$ cat config.mk
export PLATFORM = sky130hd
export DESIGN_NAME = updown_counter
export DESIGN_NICKNAME = d
export VERILOG_FILES = /design/src/rtl/updown_counter.sv
export SDC_FILE = /design/constraint.sdc
export NUM_CORES = 1
export LEC_CHECK = 0
export CAP_MARGIN = 40
export CORE_AREA = 5 5 42 44
export CTS_CLUSTER_DIAMETER = 80
export DETAILED_ROUTE_END_ITERATION = 8
export DIE_AREA = 0 0 47 49
export SLEW_MARGIN = 20
export SYNTH_ARGS = -nofsm -noshare
export SYNTH_HDL_FRONTEND = slang
export SYNTH_SLANG_ARGS = --single-unit
export TNS_END_PERCENT = 50
$ cat constraint.sdc
create_clock -name CLK -period 2.86 [get_ports CLK]
set_input_delay 0.286 -clock CLK [delete_from_list [all_inputs] [get_ports CLK]]
set_output_delay 0.286 -clock CLK [all_outputs]
set_load 0.01 [all_outputs]
$ cat src/rtl/updown_counter.sv
// updown_counter: loadable up/down counter with cascade enables, combinational RCO and registered WRAP.
// Define UPDOWN_AUTO_RELOAD_EN to reload Din instead of wrapping when stepping from the terminal value.
module updown_counter #(
    parameter int WIDTH = 4
) (
    input  logic             CLK,
    input  logic             nCLR,
    input  logic             nLOAD,
    input  logic             UnD,
    input  logic             ENP,
    input  logic             ENT,
    input  logic [WIDTH-1:0] Din,
    output logic [WIDTH-1:0] Dout,
    output logic             RCO,
    output logic             WRAP
);
    localparam logic [WIDTH-1:0] ONE = 1;
    logic [WIDTH-1:0] cnt_q, cnt_d;
    logic             wrap_q, wrap_d;
    logic             at_term;
    assign at_term = UnD ? &cnt_q : ~|cnt_q;
    assign RCO     = ENT & at_term;
    assign Dout    = cnt_q;
    assign WRAP    = wrap_q;
    always_comb begin
        cnt_d  = cnt_q;
        wrap_d = 1'b0;
        if (!nLOAD) begin
            cnt_d = Din;
        end else if (ENP && ENT) begin
            wrap_d = at_term;
`ifdef UPDOWN_AUTO_RELOAD_EN
            cnt_d  = at_term ? Din : (UnD ? cnt_q + ONE : cnt_q - ONE);
`else
            cnt_d  = UnD ? cnt_q + ONE : cnt_q - ONE;
`endif
        end
    end
    always_ff @(posedge CLK or negedge nCLR) begin
        if (!nCLR) begin
            cnt_q  <= '0;
            wrap_q <= 1'b0;
        end else begin
            cnt_q  <= cnt_d;
            wrap_q <= wrap_d;
        end
    end
endmodule

==> results of run 1 <==
synth_stat cells:
master / number / share of area
nor2_1: 6 / 0.062
dfrtp_1: 5 / 0.34
nand2_1: 5 / 0.051
a21oi_1: 3 / 0.041
nand3_1: 3 / 0.041
ha_1: 2 / 0.068
o21ai_0: 2 / 0.027
a21boi_2: 1 / 0.031
a31oi_1: 1 / 0.017
and3_1: 1 / 0.017
and3_2: 1 / 0.021
buf_2: 1 / 0.014
fa_1: 1 / 0.055
inv_1: 1 / 0.010
mux2_2: 1 / 0.031
mux2i_1: 1 / 0.027
nand4b_1: 1 / 0.024
nor2b_1: 1 / 0.017
nor4_2: 1 / 0.034
o21bai_1: 1 / 0.021
xnor2_1: 1 / 0.024
xor2_1: 1 / 0.024
how the worst max path moves through the flow:
| stage | to | slack (ns) |
|---|---|---|
| after floorplan | Dout[2] | 1.41 |
| after detailed placement | RCO | 0.80 |
| final | RCO | 0.76 |
| after CTS | RCO | 0.75 |
| after global routing | RCO | 0.64 |
| after global placement | RCO | 0.83 |
where the power goes:
group          switching, mW  internal (mW)  total [mW]
registers             0.0147         0.0795      0.0942
logic                 0.0347         0.0506      0.0852
clock network         0.0280         0.0527      0.0807
total                 0.0774          0.183       0.260
registers in the layout, indices dropped and copies added, names as in the netlist:
register / count
Dout: 4
WRAP: 1
layer usage:
| metal | vias up | part of all wire | track usage | routed length (um) |
|---|---|---|---|---|
| met1 | 152 | 0.41 | 0.1004 | 346 |
| met4 | 0 | 0.043 | 0.09677 | 36 |
| met2 | 15 | 0.43 | 0.1154 | 359 |
| li1 | 183 | - | - | - |
| met3 | 3 | 0.12 | 0.03690 | 99 |
| met5 | - | 0 | 0 | 0 |
critical path, delay by kind of cell (launching register included):
family          cells  cell delay, ns
buf+inv             1            0.55
flops               1            0.46
simple gates        2            0.39
compound gates      1            0.16
placed cells by master (no fill, tap or decap):
master            n
clkdlybuf4s50_1  15
nor2_1            6
dfrtp_1           5
nand2_1           5
nand3_1           3
a21oi_1           3
clkbuf_4          3
o21ai_0           2
ha_1              2
and3_2            1
inv_1             1
nor4_2            1
a21boi_2          1
and3_1            1
mux2i_1           1
xor2_1            1
nand4b_1          1
o21bai_1          1
nor2b_1           1
a31oi_1           1
xnor2_1           1
mux2_2            1
fa_1              1
clkbuf_1          1
cells by family after synthesis:
family / share of synthesized area
xor gates and xnor gates: 0.04795
buffers and inverters: 0.02395
muxes: 0.05822
and+or+nand+nor: 0.2671
AOI/OAI and AO/OA: 0.1370
DFF: 0.3425
adders and majority gates: 0.1233
through the flow:
stage | utilization | instance area, um2
2_1_floorplan | - | 365.4
3_3_place_gp | 0.3786 | 530.5
3_5_place_dp | 0.3786 | 530.5
4_1_cts | 0.3973 | 556.8
5_1_grt | 0.3973 | 556.8
6_report | 0.3973 | 556.8
final cells by class:
cell class              instances  area share
inverters                       1    0.006742
repair buffers                 15      0.2697
multi-input cells              34      0.4157
flip-flops and latches          5      0.2247
well taps                      16     0.03596
clock buffers                   4     0.04719
==> impl_metrics.env, run 1 <==
export IMPL_finalNonFillerCells=75
export IMPL_multi_input_area_um2=231.5
export IMPL_seq_area_frac_synth=0.3425
export IMPL_slowest_stage="clkdlybuf4s50_1"
export IMPL_port_buffers=15
export IMPL_die_h_um=49
export IMPL_row_count=14
export IMPL_wl_per_cell_um=11.20
export IMPL_cts_setup_buffers=0
export IMPL_p_per_area_nw_per_um2=467.3
export IMPL_r2r_end="Dout[2]"
export IMPL_reg2reg_slack_ns=1.36
export IMPL_grt_usage=0.08988
export IMPL_peakVddDrop_uv=257.4
export IMPL_cp_startpoint="Dout[0]"
export IMPL_gp_congestion=0.6967
export IMPL_setup_viol=0
export IMPL_yosys_warnings=0
export IMPL_cts_buffers=3
export IMPL_end_kind="output pin"
export IMPL_worst_setup_path_start_kind="flop"
export IMPL_cts_resized=0
export IMPL_syn_to_final_growth_pct=52.40
export IMPL_drt_iter0_drc=4
export IMPL_coreArea_um2=1401
export IMPL_clock_skew_ns=0.001325
export IMPL_grt_max_degree=11
export IMPL_relSlewSlack=0.7748
export IMPL_htree_levels=1
export IMPL_initial_utilization=0.2607
export IMPL_path_cells="nor4_2, nand2_1, a21boi_2, clkdlybuf4s50_1"
export IMPL_antenna_found_initial=0
export IMPL_worstReg2RegStart="Dout[0]"
export IMPL_finalCriticalPeriod_ns=2.100
export IMPL_vias=353
export IMPL_fill_cells=155
export IMPL_place_ws_ns=0.8025
export IMPL_rsz0062_at_grt="false"
export IMPL_period_share=0.7341
export IMPL_maxCapViolCount=0
export IMPL_synth_cell_type_count=22
export IMPL_setup_ws_ns=0.7604
export IMPL_cts_buffer_depth=2
export IMPL_cts_tree="built"
export IMPL_drive_above_1_share=0.1186
export IMPL_cts_hold_buf=0
export IMPL_io_pins=16
export IMPL_postSynthAreaPerCell_um2=8.911
export IMPL_hpwl_um=681.2
export IMPL_total_power_mw=0.2602
export IMPL_synth_nets=54
export IMPL_drtPass1Iterations=3
export IMPL_vias_per_cell=4.707
export IMPL_drv_slew=0
export IMPL_leakage_nw=0.2380
export IMPL_ys_seq_elements=5
export IMPL_worstPathArrival_ns=1.81
export IMPL_critical_path_class="reg -> out"
export IMPL_hold_viol=0
export IMPL_max_stage_delay_ns=0.55
export IMPL_cts_root_buf="clkbuf_4"
export IMPL_antenna_left=0
export IMPL_netlist_instances=41
export IMPL_max_freq_mhz=476.3
export IMPL_tightest_slew_ns=0.3368
export IMPL_cts_sink_count=5
export IMPL_n_antenna_cell=0
export IMPL_status="completed"
export IMPL_clk_latency_ns=0.24
export IMPL_cp_max_fo=6
export IMPL_grt_pass1_wl_um=1421
export IMPL_cts_clk_slew_worst_paths_ns=0.04
export IMPL_die_area_um2=2303
export IMPL_hold_slack_ns=0.2660
export IMPL_overflow=0
export IMPL_die_w_um=47
export IMPL_seqCellArea_um2=125.1
export IMPL_hold_class="in -> async"
export IMPL_r2r_cells=4
export IMPL_drc=0
export IMPL_fin_setup_tns_ns=0
export IMPL_required_ns=2.57
export IMPL_dp_cells=71
export IMPL_synth_area_um2=365.4
export IMPL_routed_wl_um=840
export IMPL_grt_pass1_vias=352
export IMPL_nNetsFinal=73
(Power assumes the default switching activity.)
==> run 2, diff against run 1 <==
Clock period 2.86 ns to 1.7 ns, I/O delays scaled along.
==> impl_metrics.env, run 2 (synthesis results as in run 1) <==
export IMPL_cp_max_fo=4
export IMPL_cts_root_buf="clkbuf_4"
export IMPL_drv_slew=0
export IMPL_setup_viol=0
export IMPL_routed_wl_um=896
export IMPL_nNetsFinal=79
export IMPL_critical_path_class="reg -> out"
export IMPL_overflow=0
export IMPL_cts_setup_buffers=0
export IMPL_coreArea_um2=1401
export IMPL_worstPathArrival_ns=1.44
export IMPL_clock_skew_ns=0.003708
export IMPL_design_area_um2=601.8
export IMPL_reg2reg_slack_ns=0.14
export IMPL_period_share=0.9461
export IMPL_rsz0062_at_grt="false"
export IMPL_peakVddDrop_uv=396.6
export IMPL_seqPwrFrac=0.323
export IMPL_cts_hold_buf=0
export IMPL_grt_pass1_vias=382
export IMPL_syn_to_final_growth_pct=64.73
export IMPL_cts_tree="built"
export IMPL_required_ns=1.53
export IMPL_antenna_found_initial=0
export IMPL_maxCapViolCount=0
export IMPL_switchingPower_mw=0.1388
export IMPL_hold_slack_ns=0.1499
export IMPL_die_w_um=47
export IMPL_p_int_mw=0.3268
export IMPL_tightest_slew_ns=0.3574
export IMPL_dp_cells=77
export IMPL_p_per_area_nw_per_um2=773.6
export IMPL_initial_utilization=0.2607
export IMPL_dpl_cell_area_um2=575.6
export IMPL_sw_frac_of_total=0.2980
export IMPL_fill_cells=154
export IMPL_row_count=14
export IMPL_finalNonFillerCells=81
export IMPL_cts_buffer_depth=2
export IMPL_end_kind="output pin"
export IMPL_place_ws_ns=-0.1407
export IMPL_vias=399
export IMPL_antenna_left=0
export IMPL_drive_above_1_share=0.2000
export IMPL_wl_per_cell_um=11.06
export IMPL_pwr_share_clk=0.298
export IMPL_vias_per_cell=4.926
export IMPL_io_pins=16
export IMPL_die_area_um2=2303
export IMPL_drt_iter0_drc=2
export IMPL_grt_usage=0.09483
export IMPL_hold_viol=0
export IMPL_drc=0
export IMPL_clk_latency_ns=0.25
export IMPL_hpwl_um=759.8
export IMPL_grt_pass1_wl_um=1518
export IMPL_status="completed"
export IMPL_finalCriticalPeriod_ns=1.608
export IMPL_max_freq_mhz=621.7
export IMPL_total_power_mw=0.4656
export IMPL_worst_setup_path_start_kind="flop"
export IMPL_gp_congestion=0.6957
export IMPL_port_buffers=15
export IMPL_leakage_nw=0.2677
export IMPL_final_common_cell="clkdlybuf4s50_1"
export IMPL_cts_buffers=3
export IMPL_mostFrequentLayoutCells="14 x clkdlybuf4s50_1, 6 x nor2_1, 6 x buf_4"
export IMPL_relSlewSlack=0.7610
export IMPL_cts_sink_count=5
export IMPL_setup_ws_ns=0.09157
export IMPL_drtPass1Iterations=3
export IMPL_die_h_um=49
export IMPL_largest_register_ffs=4
export IMPL_combinationalPowerShare=0.379
export IMPL_n_antenna_cell=0
export IMPL_hold_class="in -> async"
export IMPL_grt_max_degree=11
export IMPL_htree_levels=1
export IMPL_cts_clk_slew_worst_paths_ns=0.04
run 2: worst max-delay path, stage by stage, from the launching register on:
cell and delay, ns:
dfrtp_1 0.40, nor4_2 0.27, nand2_1 0.10, a21boi_2 0.17
clkdlybuf4s15_1 0.26
run 2: timing repair:
item                       CTS  global route
hold endpoints to repair     0             0
setup endpoints to repair    1             1
pin swaps                    0             0
gates resized for setup      1             1
run 2: layout make-up:
cell class / instances / area [um2] / area share
flip-flops and latches: 5 / 125.1 / 0.2079
inverters: 1 / 3.754 / 0.006237
well taps: 16 / 20.02 / 0.03326
multi-input cells: 34 / 231.5 / 0.3846
clock buffers: 4 / 26.28 / 0.04366
repair buffers: 21 / 195.2 / 0.3243
run 2: worst paths after layout:
kind / to / from / cells after the start
setup reg to reg: Dout[2] / Dout[0] / 5
max in group asynchronous: Dout[2] / nCLR / 1
min in group CLK: Dout[0] / Din[0] / 3
setup / recovery: RCO / Dout[0] / 4
hold reg to reg: Dout[3] / Dout[3] / 3
hold / removal: WRAP / nCLR / 1
run 2: per-stage QoR:
step                TNS, ns    util
finish                    0  0.4295
global route              0  0.4295
CTS                       0  0.4286
detailed placement  -0.2040  0.4107
global placement    -0.1570  0.4107
floorplan                 0       -
run 2: per-layer routing:
layer	track usage	vias to the layer above	wire, um
li1	-	195	-
met1	0.1004	186	371
met2	0.1357	15	408
met3	0.02952	3	80
met4	0.09677	0	36
met5	0	-	0
run 2: power by group through the flow:
stage | Sequential (mW) | Clock (mW) | Combinational, mW
3_5_place_dp | 0.152 | 0 | 0.178
2_1_floorplan | 0.163 | 0 | 0.0709
5_1_grt | 0.154 | 0.151 | 0.198
3_3_place_gp | 0.153 | 0 | 0.177
4_1_cts | 0.151 | 0.147 | 0.179
6_report | 0.150 | 0.139 | 0.177
==> run 3, diff against run 2 <==
Settings changed: ABC_CLOCK_PERIOD_IN_PS set to 1700, CELL_PAD_IN_SITES_DETAIL_PLACEMENT set to 0, CELL_PAD_IN_SITES_GLOBAL_PLACEMENT set to 1, CORE_AREA 5 5 42 44 to unset, CORE_MARGIN set to 5, CORE_UTILIZATION set to 25, DIE_AREA 0 0 47 49 to unset, PLACE_DENSITY_LB_ADDON set to 0.1.
==> impl_metrics.env, run 3 (synthesis results as in run 1) <==
export IMPL_mostFrequentLayoutCells="14 x clkdlybuf4s50_1, 8 x buf_4, 6 x nor2_1"
export IMPL_die_area_um2=2326
export IMPL_vias_per_cell=4.683
export IMPL_clk_latency_ns=0.24
export IMPL_cts_hold_buf=0
export IMPL_overflow=0
export IMPL_cts_root_buf="clkbuf_4"
export IMPL_vias=384
export IMPL_p_per_area_nw_per_um2=762.0
export IMPL_end_kind="flop"
export IMPL_grt_max_degree=11
export IMPL_rsz0062_at_grt="false"
export IMPL_seqPwrFrac=0.320
export IMPL_period_share=0.9221
export IMPL_peakVddDrop_uv=421.4
export IMPL_max_stage_delay_ns=0.41
export IMPL_cts_buffers=3
export IMPL_status="completed"
export IMPL_setup_viol=0
export IMPL_n_antenna_cell=0
export IMPL_fin_setup_tns_ns=0
export IMPL_gp_congestion=0.7236
export IMPL_clock_skew_ns=0.0006533
export IMPL_drt_iter0_drc=2
export IMPL_drtPass1Iterations=3
export IMPL_p_int_mw=0.3251
export IMPL_setup_ws_ns=0.1324
export IMPL_sw_frac_of_total=0.3026
export IMPL_slowest_stage="dfrtp_1"
export IMPL_maxCapViolCount=0
export IMPL_hold_class="in -> async"
export IMPL_cts_setup_buffers=0
export IMPL_final_core_util=0.4587
export IMPL_critical_path_class="reg -> reg"
export IMPL_drv_slew=0
export IMPL_cts_resized=1
export IMPL_relSlewSlack=0.7861
export IMPL_cp_startpoint="Dout[0]"
export IMPL_path_cells="buf_4, fa_1, xnor2_1, o21ai_0, mux2_2"
export IMPL_port_buffers=15
export IMPL_drive_above_1_share=0.2537
export IMPL_combinationalPowerShare=0.388
export IMPL_row_count=13
export IMPL_cp_max_fo=4
export IMPL_worstPathArrival_ns=1.69
export IMPL_initial_utilization=0.2739
export IMPL_pwr_share_clk=0.292
export IMPL_antenna_found_initial=0
export IMPL_finalCriticalPeriod_ns=1.568
export IMPL_grt_pass1_wl_um=1511
export IMPL_cts_sink_count=5
export IMPL_grt_pass1_vias=369
export IMPL_worst_setup_path_start_kind="flop"
export IMPL_final_common_cell="clkdlybuf4s50_1"
export IMPL_switchingPower_mw=0.1411
export IMPL_fill_cells=140
export IMPL_die_w_um=48.23
export IMPL_hold_viol=0
export IMPL_htree_levels=1
export IMPL_max_freq_mhz=637.9
export IMPL_coreArea_um2=1334
export IMPL_largest_register_ffs=4
export IMPL_worstReg2RegStart="Dout[0]"
export IMPL_wl_per_cell_um=11.28
export IMPL_drc=0
export IMPL_tightest_slew_ns=0.3199
export IMPL_io_pins=16
export IMPL_cts_clk_slew_worst_paths_ns=0.05
export IMPL_nNetsFinal=81
export IMPL_syn_to_final_growth_pct=67.47
export IMPL_antenna_left=0
export IMPL_die_h_um=48.23
export IMPL_required_ns=1.82
export IMPL_grt_usage=0.09962
export IMPL_cts_tree="built"
export IMPL_leakage_nw=0.2807
export IMPL_routed_wl_um=925
export IMPL_cts_buffer_depth=2
export IMPL_place_ws_ns=-0.1187
==> run 3: cell types whose count changed in the layout (fill, tap and decap cells not counted), sizes merged <==
cell / change
buf: +2
clkinv: +1
clkdlybuf4s15: -1
==> run 3: critical path, delay by kind of cell, from the launching register on <==
family                   cells  cell delay (ns)
buffers and inverters        1             0.16
adder cells (fa/ha/maj)      1             0.40
flip-flops                   1             0.41
AO/OA/AOI/OAI                1             0.08
XOR/XNOR                     1             0.13
multiplexers                 1             0.27
==> run 3: per-layer routing <==
metal	up-vias	GRT usage	routed length, um
li1	198	-	-
met1	177	0.1104	403
met2	9	0.1615	473
met3	0	0.03321	48
met4	0	0.06452	0
met5	-	0	0
==> run 3: power groups by stage <==
stage | sequential (mW) | clock [mW] | combinational (mW)
after CTS | 0.150 | 0.145 | 0.184
after floorplan | 0.163 | 0 | 0.0709
after global routing | 0.152 | 0.156 | 0.200
after global placement | 0.151 | 0 | 0.180
final | 0.149 | 0.136 | 0.181
after detailed placement | 0.151 | 0 | 0.184
==> run 3: area by class of cell <==
class                   count  area, um2  area share
inverters                   1      3.754    0.006135
multi-input cells          34      231.5      0.3783
repair buffers             23      205.2      0.3354
well taps                  15      18.77     0.03067
clock buffers               3      22.52     0.03681
flip-flops and latches      5      125.1      0.2045
clock inverters             1      5.005    0.008180
==> run 3: through the flow <==
stage	hold WS [ns]	instances	area [um2]	power [mW]
floorplan	-0.1256	41	365.4	0.2335
global placement	0.4041	78	589.3	0.3313
detailed placement	0.4020	78	589.3	0.3351
CTS	0.1385	82	615.6	0.4786
global route	0.1380	82	611.8	0.5083
finish	0.1427	82	611.8	0.4662
==> run 3: path summary, 6_finish.rpt <==
| path | depth (start not counted) | slack, ns | endpoint |
|---|---|---|---|
| min in group CLK | 3 | 0.49 | Dout[0] |
| min | 1 | 0.14 | WRAP |
| max in group asynchronous | 1 | 1.38 | Dout[1] |
| min reg2reg | 3 | 0.70 | Dout[3] |
| max reg2reg | 5 | 0.13 | Dout[2] |
| max | 5 | 0.13 | Dout[2] |
==> RTL change, RTL diff (flow settings as in run 3) <==
Put a register stage on the output `RCO`, without a reset. The value now appears one clock later. The other outputs are not delayed to match. Comments in the files are not updated.
--- a/src/rtl/updown_counter.sv
+++ b/src/rtl/updown_counter.sv
@@ -20,5 +20,7 @@
     logic             at_term;
     assign at_term = UnD ? &cnt_q : ~|cnt_q;
-    assign RCO     = ENT & at_term;
+    always_ff @(posedge CLK) begin
+        RCO <= ENT & at_term;
+    end
     assign Dout    = cnt_q;
     assign WRAP    = wrap_q;
Function: changed (Yosys sat finds a counterexample within 4 cycles, from zero or initial values).
==> RTL change against run 3 <==
Sequential power grew 21%; cell area down 2.0%; area after synthesis up 5.5%; wire length grew 6.5%; clock skew rose by 0.0051 ns; total power is 2.2% higher; sequential cell count up 1; worst setup slack gained 0.033 ns; critical path type is now primary input to flip-flop.
==> RTL change: results (changes against run 3) <==
Layout
  – Fin cells: 79 (-3.7%)
  – Nets: 77 (-4.9%)
  – Fill count: 160 (+14%)

Global routing
  – Met3 Resource Use GR: 0.0122 (-0.0210)
  – Total track usage: 0.0908 (-0.00883)
  – Global-route wire length before repair: 1.73 mm (+15%)
  – Vias in the first global route: 403 (+9.2%)
  – GR Layer Usage met2: 0.146 (-0.0155)
  – GR Layer Usage met1: 0.108 (-0.00275)

STA
  – Min Hold Slack: 0.144 ns (+0.000976 ns)
  – Final Skew: 0.00576 ns (+0.00510 ns)
  – Slew @ Worst Pin: 0.359 ns (+0.0395 ns)

Detailed routing
  – Routed vias: 369 (-3.9%)
  – TritonRoute pass-1 iters: 4 (+1)

Yosys
  – Net count after synthesis: 55 (+1.9%)
  – Synth Area in Adders: 0.117 (-0.00640)
  – Top cells by area, synth: dfrtp_1 32%, ha_1 6.5%, nor2_1 5.8%, dfxtp_1 5.2%, fa_1 5.2%
  – Compound-Gate Fraction of Synth Area: 0.130 (-0.00712)
  – Mux share of post-synthesis cell area: 0.0552 (-0.00302)
  – Syn Inst Count: 42 (+2.4%)
  – XOR/XNOR Fraction of Synth Area: 0.0455 (-0.00249)
  – Netlist cell types: 23 (+4.5%)
  – Async SR Flop Fraction: 0.833 (-0.167)
  – Register area share after synthesis: 0.377 (+0.0342)

Placed design
  – GPL Wtd Cong: 0.681 (-6.0%)
  – DP Worst Slack: -0.0988 ns (+0.0199 ns)

Critical path
  – Delay-heaviest family, CP: buffers and inverters
  – Worst-path fanout max: 3 (-1)
  – R2R Path Start: Dout[1]$_DFFE_PN0P_
  – Max incr delay on CP: 0.48 ns (+0.07 ns)
  – Setup slack, reg-to-reg: 0.24 ns (+0.11 ns)
  – Worst reg2reg path depth: 4 (-1)

Power and ir drop
  – Maximum vdd drop: 0.000367 V (-13%)
  – LEAKAGE: 0.260 nW (-7.2%)

Clocking
  – Post-CTS resize count: 0 (-1)

Outcome
  – Outcome: finished clean
==> RTL change: cell count changes after synthesis, sizes merged <==
| cell | delta |
|---|---|
| dfxtp | +1 |
==> RTL change: per-layer routing <==
| layer | vias up | part of all wire |
|---|---|---|
| met5 | - | 0 |
| met3 | 2 | 0.045 |
| li1 | 187 | - |
| met2 | 10 | 0.49 |
| met4 | 0 | 0.015 |
| met1 | 170 | 0.45 |
==> RTL change: cell families (layout without fill, tap and decap cells) <==
kind of cell,Yosys count,after routing
buffers and inverters,2,23
XOR/XNOR,2,2
adder cells (fa/ha/maj),3,3
flip-flops,6,6
multiplexers,2,2
AND/OR/NAND/NOR,19,19
AO/OA/AOI/OAI,8,8
==> RTL change: area by class of cell <==
type	instances	area, um^2	area share
inverter	1	3.75	0.00626
clock buffer	4	26.3	0.0438
timing repair buffer	18	173	0.288
sequential	6	145	0.242
tap	16	20.0	0.0334
multi-input combinational	34	231	0.386
==> RTL change: through the flow <==
step                       util  instance area, um^2
after floorplan               -                  385
after global placement    0.385                  573
after detailed placement  0.385                  573
after CTS                 0.403                  599
after global routing      0.403                  599
final                     0.403                  599
==> RTL change: worst max path at each step <==
stage | endpoint | startpoint | slack [ns]
finish | Dout[2]$_DFFE_PN0P_ | UnD | 0.17
global route | Dout[2]$_DFFE_PN0P_ | UnD | 0.04
CTS | Dout[2]$_DFFE_PN0P_ | UnD | 0.15
detailed placement | Dout[2]$_DFFE_PN0P_ | UnD | -0.1
global placement | Dout[2]$_DFFE_PN0P_ | UnD | -0.07
floorplan | Dout[2]$_DFFE_PN0P_ | Dout[0]$_DFFE_PN0P_ | 0.25
==> RTL change: power by group <==
group          internal (mW)  switching [mW]
Clock                 0.0888          0.0501
Combinational         0.0914          0.0667
Sequential             0.158          0.0213
Total                  0.338           0.138
